File: src/rtl/countdown_start_ctrl_pkg.sv
// Shared types and constants for the countdown start controller and other button users.
package countdown_start_ctrl_pkg;

  localparam int DIGIT_W             = 3;
  localparam int DEBOUNCE_CYCLES_DEF = 1_000_000;

  typedef enum logic [1:0] {
    ST_IDLE     = 2'd0,
    ST_COUNTING = 2'd1,
    ST_RUN      = 2'd2
  } state_t;

  // Bits needed to hold any value 0..max_val (never less than one bit).
  function automatic int cnt_width(input int max_val);
    return (max_val < 2) ? 1 : $clog2(max_val + 1);
  endfunction

endpackage

File: src/rtl/countdown_start_ctrl_if.sv
// Link between the start controller and the one-second clock driver / main FSM.
// The beep line exists only when CDS_BEEP_EN is defined.
interface countdown_start_ctrl_if;
  import countdown_start_ctrl_pkg::*;

  logic               count_finish;
  logic               flash;
  logic               count_enable;
  logic               go;
  logic               running;
  logic [DIGIT_W-1:0] digit;
  logic               led;
`ifdef CDS_BEEP_EN
  logic               beep;
`endif

  modport master (
    input  count_finish,
    input  flash,
    output count_enable,
    output go,
    output running,
    output digit,
    output led
`ifdef CDS_BEEP_EN
    , output beep
`endif
  );

  modport slave (
    output count_finish,
    output flash,
    input  count_enable,
    input  go,
    input  running,
    input  digit,
    input  led
`ifdef CDS_BEEP_EN
    , input beep
`endif
  );

endinterface

File: src/rtl/countdown_start_ctrl_btn_debounce.sv
// Raw button -> 2-FF synchronizer -> stable-count debounce -> one-cycle press on accepted rise.
// Press appears 2 + DEBOUNCE_CYCLES cycles after a clean raw edge; holding never repeats.
module btn_debounce
  import countdown_start_ctrl_pkg::*;
#(
  parameter int DEBOUNCE_CYCLES = DEBOUNCE_CYCLES_DEF
) (
  input  logic clk,
  input  logic rst_n,
  input  logic btn_i,
  output logic press_o
);

  localparam int            CW       = cnt_width(DEBOUNCE_CYCLES);
  localparam logic [CW-1:0] CNT_LAST = CW'(DEBOUNCE_CYCLES - 1);

  logic          sync1_q, sync2_q;
  logic          stable_q, stable_d;
  logic          press_q, press_d;
  logic [CW-1:0] cnt_q, cnt_d;

  // The counter tracks how long the synchronized input has disagreed with the
  // accepted level; any agreement (a bounce back) restarts the wait.
  always_comb begin
    stable_d = stable_q;
    cnt_d    = cnt_q;
    press_d  = 1'b0;
    if (sync2_q == stable_q) begin
      cnt_d = '0;
    end else if (cnt_q == CNT_LAST) begin
      stable_d = sync2_q;
      cnt_d    = '0;
      press_d  = sync2_q;
    end else begin
      cnt_d = cnt_q + CW'(1);
    end
  end

  always_ff @(posedge clk or negedge rst_n) begin
    if (!rst_n) begin
      sync1_q  <= 1'b0;
      sync2_q  <= 1'b0;
      stable_q <= 1'b0;
      cnt_q    <= '0;
      press_q  <= 1'b0;
    end else begin
      sync1_q  <= btn_i;
      sync2_q  <= sync1_q;
      stable_q <= stable_d;
      cnt_q    <= cnt_d;
      press_q  <= press_d;
    end
  end

  assign press_o = press_q;

endmodule

File: src/rtl/countdown_start_ctrl.sv
// Start/abort control ahead of the one-second clock driver: countdown digit, go pulse, running flag.
// Defining CDS_BEEP_EN adds a beeper output driven from flash edges and the go event.
module countdown_start_ctrl
  import countdown_start_ctrl_pkg::*;
#(
  parameter int DEBOUNCE_CYCLES = DEBOUNCE_CYCLES_DEF,
  parameter int COUNT_START     = 4
`ifdef CDS_BEEP_EN
  , parameter int BEEP_CYCLES   = 5_000_000
`endif
) (
  input  logic                  clk,
  input  logic                  rst_n,
  input  logic                  start_btn,
  input  logic                  abort_btn,
  countdown_start_ctrl_if.master cds
);

  localparam logic [DIGIT_W-1:0] DIGIT_START = DIGIT_W'(COUNT_START);

  logic start_press;
  logic abort_press;

  btn_debounce #(.DEBOUNCE_CYCLES(DEBOUNCE_CYCLES)) u_start_db (
    .clk     (clk),
    .rst_n   (rst_n),
    .btn_i   (start_btn),
    .press_o (start_press)
  );

  btn_debounce #(.DEBOUNCE_CYCLES(DEBOUNCE_CYCLES)) u_abort_db (
    .clk     (clk),
    .rst_n   (rst_n),
    .btn_i   (abort_btn),
    .press_o (abort_press)
  );

  state_t             state_q, state_d;
  logic [DIGIT_W-1:0] digit_q, digit_d;
  logic               flash_d_q;
  logic               go_q, go_d;
  logic               flash_edge;

  // flash_d_q follows flash every cycle, so the driver's own reset of flash
  // while disabled is already absorbed when COUNTING is entered.
  assign flash_edge = cds.flash ^ flash_d_q;

  always_comb begin
    state_d = state_q;
    digit_d = digit_q;
    go_d    = 1'b0;
    case (state_q)
      ST_IDLE: begin
        digit_d = '0;
        if (start_press && !abort_press) begin
          state_d = ST_COUNTING;
          digit_d = DIGIT_START;
        end
      end
      ST_COUNTING: begin
        if (abort_press) begin
          state_d = ST_IDLE;
          digit_d = '0;
        end else if (cds.count_finish) begin
          state_d = ST_RUN;
          digit_d = '0;
          go_d    = 1'b1;
        end else if (flash_edge && (digit_q != '0)) begin
          digit_d = digit_q - DIGIT_W'(1);
        end
      end
      ST_RUN: begin
        digit_d = '0;
        if (abort_press) begin
          state_d = ST_IDLE;
        end
      end
      default: begin
        state_d = ST_IDLE;
        digit_d = '0;
      end
    endcase
  end

  always_ff @(posedge clk or negedge rst_n) begin
    if (!rst_n) begin
      state_q   <= ST_IDLE;
      digit_q   <= '0;
      flash_d_q <= 1'b0;
      go_q      <= 1'b0;
    end else begin
      state_q   <= state_d;
      digit_q   <= digit_d;
      flash_d_q <= cds.flash;
      go_q      <= go_d;
    end
  end

  // Driver-facing outputs decode straight from the state register so an
  // asynchronous reset drops them without waiting for a clock.
  assign cds.count_enable = (state_q == ST_COUNTING);
  assign cds.running      = (state_q == ST_RUN);
  assign cds.go           = go_q;
  assign cds.digit        = digit_q;
  assign cds.led          = (state_q == ST_RUN) | ((state_q == ST_COUNTING) & cds.flash);

`ifdef CDS_BEEP_EN
  localparam int            BW       = cnt_width(2 * BEEP_CYCLES);
  localparam logic [BW-1:0] BEEP_SEC = BW'(BEEP_CYCLES);
  localparam logic [BW-1:0] BEEP_GO  = BW'(2 * BEEP_CYCLES);

  logic          beep_tick;
  logic [BW-1:0] beep_cnt_q, beep_cnt_d;

  assign beep_tick = (state_q == ST_COUNTING) && !abort_press && !cds.count_finish && flash_edge;

  always_comb begin
    beep_cnt_d = beep_cnt_q;
    if (abort_press) begin
      beep_cnt_d = '0;
    end else if (go_d) begin
      beep_cnt_d = BEEP_GO;
    end else if (beep_tick) begin
      beep_cnt_d = BEEP_SEC;
    end else if (beep_cnt_q != '0) begin
      beep_cnt_d = beep_cnt_q - BW'(1);
    end
  end

  always_ff @(posedge clk or negedge rst_n) begin
    if (!rst_n) begin
      beep_cnt_q <= '0;
    end else begin
      beep_cnt_q <= beep_cnt_d;
    end
  end

  assign cds.beep = |beep_cnt_q;
`endif

endmodule

File: src/flat_wrapper.sv
// flat-port wrapper written by rule: the top's interface ports become plain ports
module countdown_start_ctrl_flat import countdown_start_ctrl_pkg::*;
#(
  parameter int DEBOUNCE_CYCLES = DEBOUNCE_CYCLES_DEF,
  parameter int COUNT_START     = 4

)
  (clk, rst_n, start_btn, abort_btn, cds_count_finish, cds_flash, cds_count_enable, cds_go, cds_running, cds_digit, cds_led);
  countdown_start_ctrl_if cds_i ();
  input  logic clk;
  input  logic rst_n;
  input  logic start_btn;
  input  logic abort_btn;
  input wire logic [$bits(cds_i.count_finish)-1:0] cds_count_finish;
  input wire logic [$bits(cds_i.flash)-1:0] cds_flash;
  output wire logic [$bits(cds_i.count_enable)-1:0] cds_count_enable;
  output wire logic [$bits(cds_i.go)-1:0] cds_go;
  output wire logic [$bits(cds_i.running)-1:0] cds_running;
  output wire logic [$bits(cds_i.digit)-1:0] cds_digit;
  output wire logic [$bits(cds_i.led)-1:0] cds_led;
  assign cds_i.count_finish = cds_count_finish;
  assign cds_i.flash = cds_flash;
  assign cds_count_enable = cds_i.count_enable;
  assign cds_go = cds_i.go;
  assign cds_running = cds_i.running;
  assign cds_digit = cds_i.digit;
  assign cds_led = cds_i.led;
  countdown_start_ctrl #(.DEBOUNCE_CYCLES(DEBOUNCE_CYCLES), .COUNT_START(COUNT_START)) u_core (.clk(clk), .rst_n(rst_n), .start_btn(start_btn), .abort_btn(abort_btn), .cds(cds_i));
endmodule
File: config.mk
export PLATFORM = sky130hd
export DESIGN_NAME = countdown_start_ctrl_flat
export DESIGN_NICKNAME = d
export VERILOG_FILES = /design/src/rtl/countdown_start_ctrl_pkg.sv /design/src/rtl/countdown_start_ctrl_if.sv /design/src/rtl/countdown_start_ctrl_btn_debounce.sv /design/src/rtl/countdown_start_ctrl.sv /design/src/flat_wrapper.sv
export SDC_FILE = /design/constraint.sdc
export NUM_CORES = 1
export LEC_CHECK = 0
export BUFFER_PORTS_ARGS = -buffer_cell sky130_fd_sc_hd__buf_4
export CAP_MARGIN = 20
export CORE_ASPECT_RATIO = 1.4
export CORE_MARGIN = 5
export CORE_UTILIZATION = 25
export DETAILED_ROUTE_END_ITERATION = 7
export GPL_ROUTABILITY_DRIVEN = 0
export PLACE_DENSITY = 0.35
export SETUP_SLACK_MARGIN = 0.4
export SLEW_MARGIN = 20
export SYNTH_ARGS = -nofsm -noshare
export SYNTH_HDL_FRONTEND = slang
export SYNTH_SLANG_ARGS = --single-unit
File: constraint.sdc
create_clock -name clk -period 2.4 [get_ports clk]
set_input_delay 0.72 -clock clk [delete_from_list [all_inputs] [get_ports clk]]
set_output_delay 0.72 -clock clk [all_outputs]
set_load 0.05 [all_outputs]
---- Yosys cells after proc, flatten, opt, wreduce, memory -nomap -nowiden ----
Index checks and enable logic that the tools add are counted.
operators by class
  reductions and logical operators ........ 8
  bitwise gates (word level) .............. 5
  add/sub/neg operators ................... 3
  equality and inequality tests ........... 10
  muxes and demuxes ....................... 21
operators by type and width
  kind                                               count
  two-way mux 20 bit                                 4
  adder 20 x 1 -> 20 bit (second input constant)     2
  == test 20 bit (second input constant)             2
  two-way mux 3 bit                                  4
  two-way mux 2 bit                                  4
  two-way mux 1 bit                                  7
  case mux 2 bit (3 select lines)                    1
  case mux 3 bit (2 select lines)                    1
  != test 2 x 1 -> 1 bit (second input constant)     2
  != test 4 x 2 -> 1 bit (second input constant)     1
  AND reduction 2 bit                                2
  != test 3 x 2 -> 1 bit (second input constant)     1
  AND reduction 3 bit                                1
  nonzero test 3 bit                                 1
  subtractor 3 x 1 -> 3 bit (second input constant)  1
  == test 1 bit                                      2
  == test 2 x 1 -> 1 bit (second input constant)     1
  == test 2 bit (second input constant)              1
  logical AND 1 bit                                  2
  zero test 2 bit                                    1
  inverter 1 bit                                     2
  bitwise AND 1 bit                                  1
  zero test 1 bit                                    1
  bitwise OR 1 bit                                   1
  bitwise XOR 1 bit                                  1
storage, ports and cells
  input bits .............................. 6
  register bits after elaboration ......... 55
  word-level logic and storage cells ...... 61
  output and inout bits ................... 7

---- Longest topological paths before layout ----
Gate-level depths: netlist of run 1.
  depth in word-level cells ............... 6
  gate-level depth with buffers ........... 6
  mapped depth without buffers ............ 6

---- Hierarchy ----
From an unflattened synthesis of run 1, not the netlist that was laid out.
second synthesis, totals
  cell total of the unflattened synthesis .. 265
  area, all modules ....................... 2657.5 um^2
modules (own cells, without submodules)
  module                            sequential area each (um^2)  cells each  area an instance (um^2)  times used
  btn_debounce (u_core.u_abort_db)  600.6                        110         1137.3                   1
  btn_debounce (u_core.u_start_db)  600.6                        116         1136.1                   1
  countdown_start_ctrl              175.2                        39          384.1                    1

---- Worst setup path before layout of run 1 ----
Ideal clock, no wire load.
  kind .................................... register -> output
  start point ............................. reg u_core.state_q[1]
  end point ............................... out cds_led
  cell stages (with the launch flop) ...... 3
  required time ........................... 1680 ps
  arrival ................................. 1694 ps
  path slack .............................. -14 ps
  buffers on the path ..................... 0
  path through ............................ dfrtp_1 nor2b_1 a21o_1
on the way
  longest elaborated chain between the ends .. 3
  elaborated cells between the ends (all ways) .. 4
  those cells by class .................... eq/ne (2); bitwise (2)
ends and longest elaborated chain
  what                    line                         text
  start, declared         countdown_start_ctrl.sv:38   state_t state_q, state_d;
  start signal, assigned  countdown_start_ctrl.sv:92   state_q <= state_d;
  == test 2 x 1 -> 1 bit  n/a
  net cds_count_enable    flat_wrapper.sv:16           output wire logic [$bits(cds_i.count_enable)-1:0] cds_count_enable;
  bitwise AND 1 bit       countdown_start_ctrl.sv:105  assign cds.led = (state_q == ST_RUN) | ((state_q == ST_COUNTING) & cds.flash);
  bitwise OR 1 bit        countdown_start_ctrl.sv:105
  end, declared           flat_wrapper.sv:20           output wire logic [$bits(cds_i.led)-1:0] cds_led;
The timed path passes the listed nets, and every way through them passes these cells.

---- Final worst setup path of run 1 ----
  start point ............................. reg u_core.u_start_db.cnt_q[15]
  end point ............................... reg u_core.u_start_db.cnt_q[9]
on the way
  longest elaborated chain between the ends .. 3
ends and longest elaborated chain
  what                            line                                     text
  start, declared                 countdown_start_ctrl_btn_debounce.sv:20  logic [CW-1:0] cnt_q, cnt_d;
  start signal, assigned          countdown_start_ctrl_btn_debounce.sv:50  cnt_q <= cnt_d;
  == test 20 bit                  countdown_start_ctrl_btn_debounce.sv:30  end else if (cnt_q == CNT_LAST) begin
  two-way mux 20 bit              countdown_start_ctrl_btn_debounce.sv:30
  two-way mux 20 bit              countdown_start_ctrl_btn_debounce.sv:28  if (sync2_q == stable_q) begin
  net u_core.u_start_db.cnt_d[9]  countdown_start_ctrl_btn_debounce.sv:20
The timed path passes the listed nets, and every way through them passes these cells.
A chain may end at the register's enable or synchronous reset.

==> impl_metrics.json, run 1 <==
{
  "outcome": "complete, no violations",
  "hold_ws_ps": 358.0,
  "drv_slew": 0,
  "hpwl_um": 3902,
  "post_drt_wl_per_cell_um": 13.49,
  "routed-via-count": 1882,
  "cap_violations": 0,
  "htreeDepth": 2,
  "path_class": "flip-flop to flip-flop",
  "cp.required_ps": 2580,
  "grt_usage_pct": 9.345,
  "grt_max_degree": 56,
  "cts-root-buf": "clkbuf_16",
  "tns_ps": 0,
  "cts_sinks": 55,
  "drt_wl_total_um": 5665,
  "nets": 291,
  "critPathMaxFanout": 20,
  "synth_cell_types": 38,
  "core.rowCount": 44,
  "clock_latency_ps": 300,
  "hold_buffers": 0,
  "die_area_mm2": 0.01291,
  "finalCriticalPeriod_ps": 2026,
  "finalHoldViolCount": 0,
  "drive_above_1_share_pct": 16.31,
  "grt_pass1_wl_um": 9777,
  "firstDrtPassIters": 4,
  "syn_avg_cell_area_um2": 10.26,
  "core_area_mm2": 0.01046,
  "dr_wl_met3_um": 100,
  "slew_headroom_pct": 51.08,
  "drt_iter0_markers": 38,
  "yosys_register_bits": 55,
  "synth_edf_count": 0,
  "power.density_mw_per_mm2": 585.0,
  "grt_overflow": 0,
  "end_kind": "flip-flop",
  "synth_ff_type": "dfrtp_1",
  "critPathLaunchType": "flip-flop",
  "n_antenna_cell": 0,
  "num_io_pins": 13,
  "p_leak_nw": 1.283,
  "synth_warnings": 0,
  "syn_nets": 271,
  "top_layer_used": "met4",
  "area_growth_pct": 18.88,
  "cts.clk_slew.worst_paths_ps": 80,
  "worst_pin_slew_ps": 733.8,
  "vdd_drop_max_mv": 0.2721,
  "synth_seq_area_share_pct": 51.40,
  "antenna_left": 0,
  "initial_utilization_pct": 25.60,
  "synthCells": 261,
  "async_flop_share_pct": 100.0,
  "drc": 0,
  "fin_crit_sh_pct": 84.41,
  "max-clock-path-buffers": 2,
  "io_buffers": 12,
  "die_h_um": 132.5,
  "wl_met2_um": 3017,
  "setup_violations": 0,
  "rsz0062_at_grt": "true",
  "antenna_found_initial": 0,
  "fmax_mhz": 493.6,
  "fin_util_pct": 30.43,
  "grt_pass1_vias": 1961,
  "arrival_ps": 2200,
  "finClkSkew_ps": 10.57,
  "via_per_inst": 4.481,
  "hold_path.class": "flip-flop to flip-flop",
  "cts_tree": "built",
  "cts_buffers": 5,
  "drt-met1-wl_um": 2441,
  "die_w_um": 97.47,
  "netlist_area_mm2": 0.002678
}
-- layout make-up --
class | instances | area [um2]
clock buffers | 6 | 128.9
clock inverters | 2 | 38.79
fillers | 1108 | 7277
inverters | 14 | 52.55
multi-input cells | 184 | 1226
flip-flops and latches | 55 | 1378
well taps | 138 | 172.7
repair buffers | 21 | 186.4
-- cells in the mapped netlist (4+ instances only) --
cell type / instances / area share, %
nand2_1: 11 / 1.5
nand4_1: 11 / 2.6
inv_1: 14 / 2.0
o21ai_0: 5 / 0.93
a21oi_1: 7 / 1.3
nor2_1: 39 / 5.5
nand3_1: 13 / 2.4
xor2_1: 9 / 2.9
xnor2_1: 24 / 7.9
ha_1: 4 / 1.9
o31ai_1: 5 / 1.4
nor3_1: 9 / 1.7
or4_1: 5 / 1.4
nor4_1: 11 / 2.6
dfrtp_1: 55 / 51
-- cells in the final DEF (no fill, tap or decap), types with 2 or more instances in the layout --
| cell type | netlist | layout |
|---|---|---|
| dfrtp_1 | 55 | 54 |
| nor2_1 | 39 | 39 |
| xnor2_1 | 24 | 24 |
| buf_4 | 1 | 18 |
| inv_1 | 14 | 14 |
| nand3_1 | 13 | 13 |
| nand2_1 | 11 | 11 |
| nand4_1 | 11 | 11 |
| nor4_1 | 11 | 10 |
| xor2_1 | 9 | 9 |
| nor3_1 | 9 | 8 |
| a21oi_1 | 7 | 6 |
| o31ai_1 | 5 | 5 |
| or4_1 | 5 | 5 |
| o21ai_0 | 5 | 5 |
| clkbuf_16 | 0 | 5 |
| ha_1 | 4 | 4 |
| or4b_1 | 3 | 3 |
| or4_4 | 2 | 2 |
| or2_2 | 2 | 2 |
| nand2b_1 | 2 | 2 |
| and3_1 | 2 | 2 |
| a31o_2 | 2 | 2 |
| nor4b_1 | 2 | 2 |
| or3_1 | 2 | 2 |
| a21o_1 | 2 | 2 |
| mux2_2 | 2 | 2 |
| buf_12 | 0 | 2 |
-- sequential cells by signal (all words and copies together), names as in the netlist --
register,cells
u_core.u_abort_db.press_o,1
u_core.cds.digit,3
u_core.cds.go,1
u_core.u_abort_db.stable_q,1
u_core.u_abort_db.cnt_q,20
u_core.u_start_db.stable_q,1
u_core.flash_d_q,1
u_core.state_q,2
u_core.u_abort_db.sync2_q,1
u_core.u_start_db.press_o,1
u_core.u_start_db.sync2_q,1
u_core.u_start_db.sync1_q,1
u_core.u_abort_db.sync1_q,1
u_core.u_start_db.cnt_q,20
-- metrics by stage --
stage	total power, mW	cell area [um2]	instances	setup slack (ps)
after floorplan	0.9968	2698	261	292.2
after global placement	1.038	2979	410	303.2
after detailed placement	1.039	2979	410	302.8
after CTS	1.897	3147	418	353.1
after global routing	1.949	3183	420	300.0
final	1.862	3183	420	374.1
-- metal layers --
layer | up-vias | global-route usage (%)
met3 | 6 | 1.896
met4 | 0 | 3.926
li1 | 949 | -
met1 | 913 | 11.22
met2 | 14 | 16.17
met5 | - | 0
-- timing repair --
item / 4_1_cts / 5_1_grt
hold endpoints to repair: 0 / 0
buffers inserted: 0 / 2
setup endpoints to repair: 20 / 37
resized for setup: 0 / 5
pin swaps: 0 / 1
-- report_power, final --
part	total, mW	switching, mW	internal (mW)
registers	0.950	0.0114	0.938
clock network	0.845	0.347	0.498
logic	0.0679	0.0442	0.0237
-- critical path: stages (launching register included) --
cell	delay, ps
dfrtp_1	420
or4b_1	520
or4_4	550
o21ai_2	180
buf_12	180
nor2_1	60
-- path summary, 6_finish.rpt --
path / start / end / slack (ps) / cells after the start
worst max-delay path: u_core.u_start_db.cnt_q[15]$_DFF_PN0_ / u_core.u_start_db.cnt_q[9]$_DFF_PN0_ / 370 / 5
worst min-delay path: u_core.u_abort_db.sync1_q$_DFF_PN0_ / u_core.u_abort_db.sync2_q$_DFF_PN0_ / 360 / 0
worst max register to register: u_core.u_start_db.cnt_q[15]$_DFF_PN0_ / u_core.u_start_db.cnt_q[9]$_DFF_PN0_ / 370 / 5
worst min register to register: u_core.u_abort_db.sync1_q$_DFF_PN0_ / u_core.u_abort_db.sync2_q$_DFF_PN0_ / 360 / 0
max in group asynchronous: rst_n / u_core.state_q[1]$_DFFE_PN0P_ / 1390 / 1
min in group asynchronous: rst_n / u_core.u_start_db.cnt_q[12]$_DFF_PN0_ / 490 / 1
-- kinds of logic (layout without fill, tap and decap cells) --
| family | count (synthesis) | in the layout | synth area share [%] |
|---|---|---|---|
| muxes | 2 | 2 | 0.8411 |
| adders and majority gates | 4 | 4 | 1.869 |
| buffers and inverters | 22 | 43 | 4.159 |
| xor gates and xnor gates | 33 | 33 | 10.79 |
| DFF | 55 | 55 | 51.40 |
| AOI/OAI and AO/OA | 23 | 23 | 5.981 |
| and+or+nand+nor | 122 | 122 | 24.95 |
Power figures use the tool's default switching activity.
==> inputs of run 2 (changes only) <==
==> constraint.sdc (replaced) <==
create_clock -name clk -period 1.98 [get_ports clk]
set_input_delay 0.594 -clock clk [delete_from_list [all_inputs] [get_ports clk]]
set_output_delay 0.594 -clock clk [all_outputs]
set_load 0.05 [all_outputs]
==> run 2 against run 1 <==
Clock skew is 5.3 ps lower. Clock-buffer cell count grew 1. Hold slack worse by 150 ps.
==> impl_metrics.json, run 2 (synthesis gave the netlist of run 1 again) <==
{
  "outcome": "complete, no violations",
  "worst_pin_slew_ps": 386.3,
  "crit_chain": "or4_1, or4_4, o21ai_4, buf_12, nor2_1",
  "fmax_mhz": 512.2,
  "internal-power_mw": 1.752,
  "nets": 333,
  "rsz0062_at_grt": "true",
  "p_leak_nw": 1.564,
  "finish.instance_area_mm2": 0.003890,
  "cap_violations": 0,
  "multi_input_area_mm2": 0.001478,
  "r2r-end": "u_core.u_start_db.cnt_q[6]$_DFF_PN0_",
  "drive_above_1_share_pct": 38.58,
  "finalCriticalPeriod_ps": 1952,
  "power_switching_uw": 492.9,
  "die_area_mm2": 0.01291,
  "worst_path_max_delay_cell": "or4_4",
  "slew_headroom_pct": 74.01,
  "hpwl_um": 4262,
  "grt_pass1_vias": 2240,
  "firstDrtPassIters": 3,
  "seqCellArea_mm2": 0.001383,
  "fill_cells": 1067,
  "num_io_pins": 13,
  "power.density_mw_per_mm2": 577.1,
  "path_class": "flip-flop to flip-flop",
  "arrival_ps": 2130,
  "die_h_um": 132.5,
  "clock_latency_ps": 290,
  "grt_max_degree": 27,
  "critPathLaunchType": "flip-flop",
  "n_antenna_cell": 0,
  "dpl_cell_area_mm2": 0.003194,
  "grt_overflow": 0,
  "combPwrFrac_pct": 6.9,
  "drc": 0,
  "drt-met1-wl_um": 2577,
  "cp-startpoint": "u_core.u_start_db.cnt_q[12]$_DFF_PN0_",
  "fin_util_pct": 37.19,
  "critPathMaxFanout": 20,
  "cts_tree": "built",
  "cp_top_family": "simple AND/OR/NAND/NOR gates",
  "routed-via-count": 2140,
  "pwr-share-seq_pct": 51.4,
  "io_buffers": 12,
  "ff2ff_setup_slack_ps": 30,
  "layout_common_cells": "dfrtp_1, buf_4, xnor2_1, nor2_1",
  "drt_wl_total_um": 6440,
  "dr_wl_met3_um": 108,
  "drt_iter0_markers": 30,
  "die_w_um": 97.47,
  "max-clock-path-buffers": 2,
  "via_per_inst": 4.632,
  "switching_share_pct": 21.96,
  "grt_pass1_wl_um": 11080,
  "reg2reg_depth": 5,
  "p_clk_share_pct": 41.7,
  "crit_buf_inv": 1,
  "cts-root-buf": "clkbuf_16",
  "vdd_drop_max_mv": 0.2458,
  "wl_met2_um": 3624,
  "drv_slew": 0,
  "area_growth_pct": 45.28,
  "cp.required_ps": 2160,
  "top_layer_used": "met4",
  "antenna_found_initial": 0,
  "hold_buffers": 0,
  "r2r-start": "u_core.u_start_db.cnt_q[12]$_DFF_PN0_",
  "htreeDepth": 2,
  "core.rowCount": 44,
  "finalHoldViolCount": 0,
  "setup_violations": 0,
  "finClkSkew_ps": 5.280,
  "hold_path.class": "primary input to async pin",
  "end_kind": "flip-flop",
  "layout_commonest_cell": "dfrtp_1",
  "fin_crit_sh_pct": 98.61,
  "core_area_mm2": 0.01046,
  "cts_buffers": 5,
  "antenna_left": 0,
  "post_drt_wl_per_cell_um": 13.94,
  "initial_utilization_pct": 25.60,
  "cts.clk_slew.worst_paths_ps": 70,
  "grt_usage_pct": 10.60,
  "max_stage_delay_ps": 540,
  "cts_sinks": 55
}
-- run 2: changes by cell type in the layout (fill, tap and decap cells not counted), moves of 3 or more --
cell,delta
buf_4,+25
nor2_1,-15
nor2_4,+14
buf_6,+10
dfrtp_1,-4
dfrtp_2,+4
nor4_1,-4
a21oi_1,-3
a21oi_2,+3
buf_12,+3
buf_16,+3
nor4_2,+3
-- run 2: what timing repair did --
action	in CTS	in global routing
resized for setup	31	38
setup buffers	16	7
pin swaps	11	10
gates cloned	3	0
setup endpoints to repair	47	48
-- run 2: worst max-delay path by stage --
stage / cells after the start / end / slack (ps)
4_1_cts: 5 / u_core.u_start_db.cnt_q[6]$_DFF_PN0_ / 10
6_report: 5 / u_core.u_start_db.cnt_q[6]$_DFF_PN0_ / 30
2_1_floorplan: 5 / u_core.u_start_db.cnt_q[19]$_DFF_PN0_ / 60
3_5_place_dp: 5 / u_core.u_start_db.cnt_q[19]$_DFF_PN0_ / 10
3_3_place_gp: 5 / u_core.u_start_db.cnt_q[5]$_DFF_PN0_ / 40
5_1_grt: 5 / u_core.u_start_db.cnt_q[6]$_DFF_PN0_ / -40
-- run 2: metal layers --
metal  vias to the layer above  GRT usage, %
met3                         8         2.106
met1                      1083         11.82
met4                         0         4.157
met2                        11         19.57
met5                         -             0
li1                       1038             -
-- run 2: through the flow --
stage          setup WS, ps  hold WS, ps  power [mW]  std cells  setup TNS (ps)
6_report              27.51        212.4       2.245        462               0
5_1_grt              -40.93        234.5       2.363        462          -401.5
4_1_cts               10.72        218.8       2.277        455               0
3_5_place_dp          11.43        336.3       1.273        428               0
3_3_place_gp          40.19        332.7       1.272        428               0
2_1_floorplan         60.77        298.4       1.216        261               0
-- run 2: area by class of cell --
cell class / instances / share of cell area [%]
sequential: 55 / 35.54
clock buffer: 7 / 3.924
inverter: 14 / 1.351
multi-input combinational: 184 / 37.99
timing repair buffer: 63 / 16.56
clock inverter: 1 / 0.1930
tap: 138 / 4.439
-- run 2: power groups by stage --
stage | clock [mW] | sequential, mW | combinational (mW)
6_report | 0.936 | 1.15 | 0.156
3_3_place_gp | 0 | 1.18 | 0.0964
4_1_cts | 0.989 | 1.15 | 0.135
2_1_floorplan | 0 | 1.17 | 0.0446
5_1_grt | 1.03 | 1.16 | 0.174
3_5_place_dp | 0 | 1.18 | 0.0964
==> inputs of run 3 (changes only) <==
==> constraint.sdc (replaced) <==
create_clock -name clk -period 2.3 [get_ports clk]
set_input_delay 0.69 -clock clk [delete_from_list [all_inputs] [get_ports clk]]
set_output_delay 0.69 -clock clk [all_outputs]
set_load 0.05 [all_outputs]
==> run 3 against run 2 <==
Wire length down 8.0%. Global-route usage down 0.84 points. Clock skew up 5.8 ps. Total power down 16%. Sequential share of layout area up 5.4 points. Hold slack better by 130 ps. Final area down 13%. Combinational power down 42%. Clock-buffer cell count unchanged. First-iteration DRC count up 70%. Sequential power down 14%. Maximum frequency down 3.4%.
==> impl_metrics.json, run 3 (synthesis gave the netlist of run 1 again) <==
{
  "outcome": "complete, no violations",
  "drv_slew": 0,
  "drt_iter0_markers": 51,
  "setup_violations": 0,
  "multi_input_area_mm2": 0.001260,
  "hold_path.class": "primary input to async pin",
  "grt_overflow": 0,
  "finClkSkew_ps": 11.04,
  "vdd_drop_max_mv": 0.3019,
  "finalHoldViolCount": 0,
  "io_buffers": 12,
  "fin_crit_sh_pct": 87.86,
  "fin_util_pct": 32.21,
  "cap_violations": 0,
  "core_area_mm2": 0.01046,
  "power.density_mw_per_mm2": 556.6,
  "cts-root-buf": "clkbuf_16",
  "firstDrtPassIters": 4,
  "total_power_mw": 1.876,
  "nets": 309,
  "layout_common_cells": "dfrtp_1, nor2_1, buf_4",
  "tns_ps": 0,
  "fmax_mhz": 494.9,
  "area_growth_pct": 25.84,
  "die_w_um": 97.47,
  "n_antenna_cell": 0,
  "via_per_inst": 4.477,
  "reg2reg_depth": 6,
  "grt_pass1_wl_um": 10090,
  "r2r-end": "u_core.u_start_db.cnt_q[14]$_DFF_PN0_",
  "ff2ff_setup_slack_ps": 280,
  "cp_top_family": "simple AND/OR/NAND/NOR gates",
  "initial_utilization_pct": 25.60,
  "end_kind": "flip-flop",
  "rsz0062_at_grt": "true",
  "finish.instance_area_mm2": 0.003369,
  "drt_wl_total_um": 5925,
  "drive_above_1_share_pct": 23.33,
  "die_h_um": 132.5,
  "fill_cells": 1125,
  "antenna_left": 0,
  "crit_buf_inv": 2,
  "worst_path_max_delay_cell": "or4_4",
  "pre_cts_slack_ps": 252.4,
  "routed-via-count": 1961,
  "cts.clk_slew.worst_paths_ps": 80,
  "layout_commonest_cell": "dfrtp_1",
  "r2r-start": "u_core.u_start_db.cnt_q[13]$_DFF_PN0_",
  "cp.required_ps": 2480,
  "critPathMaxFanout": 10,
  "htreeDepth": 2,
  "dpl_cell_area_mm2": 0.003017,
  "finalCriticalPeriod_ps": 2021,
  "hpwl_um": 4023,
  "antenna_found_initial": 0,
  "grt_pass1_vias": 2046,
  "worst_pin_slew_ps": 450.4,
  "grt_usage_pct": 9.758,
  "grt_max_degree": 34,
  "num_io_pins": 13,
  "hold_buffers": 0,
  "max_stage_delay_ps": 550,
  "path_class": "flip-flop to flip-flop",
  "cp-startpoint": "u_core.u_start_db.cnt_q[13]$_DFF_PN0_",
  "drc": 0,
  "clock_latency_ps": 300,
  "slew_headroom_pct": 69.97,
  "die_area_mm2": 0.01291,
  "max-clock-path-buffers": 2,
  "crit_chain": "or4_1, or4_4, o21ai_4, buf_6, buf_16, nor2_1",
  "arrival_ps": 2210,
  "critPathLaunchType": "flip-flop",
  "setup_ws_ps": 279.3,
  "cts_sinks": 55,
  "core.rowCount": 44,
  "post_drt_wl_per_cell_um": 13.53,
  "p_leak_nw": 1.366,
  "seqCellArea_mm2": 0.001380,
  "cts_buffers": 5,
  "cts_tree": "built"
}
-- run 3: area by class of cell --
class | instances | share of cell area [%]
sequential | 55 | 40.96
multi-input combinational | 184 | 37.39
timing repair buffer | 39 | 10.47
tap | 138 | 5.124
clock buffer | 7 | 4.233
inverter | 14 | 1.560
clock inverter | 1 | 0.2599
-- run 3: how the worst max path moves through the flow --
stage	endpoint	slack, ps	cells past startpoint
after global routing	u_core.u_start_db.cnt_q[8]$_DFF_PN0_	210	6
after global placement	u_core.cds.digit[0]$_DFFE_PN0P_	270	4
after floorplan	cds_led	220	2
after detailed placement	u_core.cds.digit[0]$_DFFE_PN0P_	250	4
final	u_core.u_start_db.cnt_q[14]$_DFF_PN0_	280	6
after CTS	u_core.u_start_db.cnt_q[7]$_DFF_PN0_	290	6
-- run 3: report_power, final --
group | switching (mW) | leakage [nW] | internal (mW)
logic | 0.0513 | 0.544 | 0.0387
registers | 0.0117 | 0.747 | 0.979
clock network | 0.357 | 0.0741 | 0.437
-- run 3: worst reg2reg max path, delay by kind of cell, from the launching register on --
kind | cells | cell delay [ps]
compound gates | 1 | 160
buf+inv | 2 | 260
simple gates | 3 | 1090
flops | 1 | 390
-- run 3: timing repair --
item	CTS	global route
cloned	1	1
pin swaps	0	2
resized for setup	10	7
setup endpoints to repair	36	37
setup buffers	12	3
-- run 3: per-layer routing --
layer | global-route usage [%] | vias to the layer above | part of all wire [%]
met5 | 0 | - | 0
met4 | 3.926 | 0 | 1.8
met3 | 1.896 | 6 | 1.5
met2 | 18.12 | 9 | 55
met1 | 10.79 | 961 | 42
li1 | - | 985 | -
-- run 3: through the flow --
step           hold WS [ps]  instances
2_1_floorplan         331.2        261
3_3_place_gp          331.9        413
3_5_place_dp          335.8        413
4_1_cts               354.0        434
5_1_grt               354.0        438
6_report              338.5        438
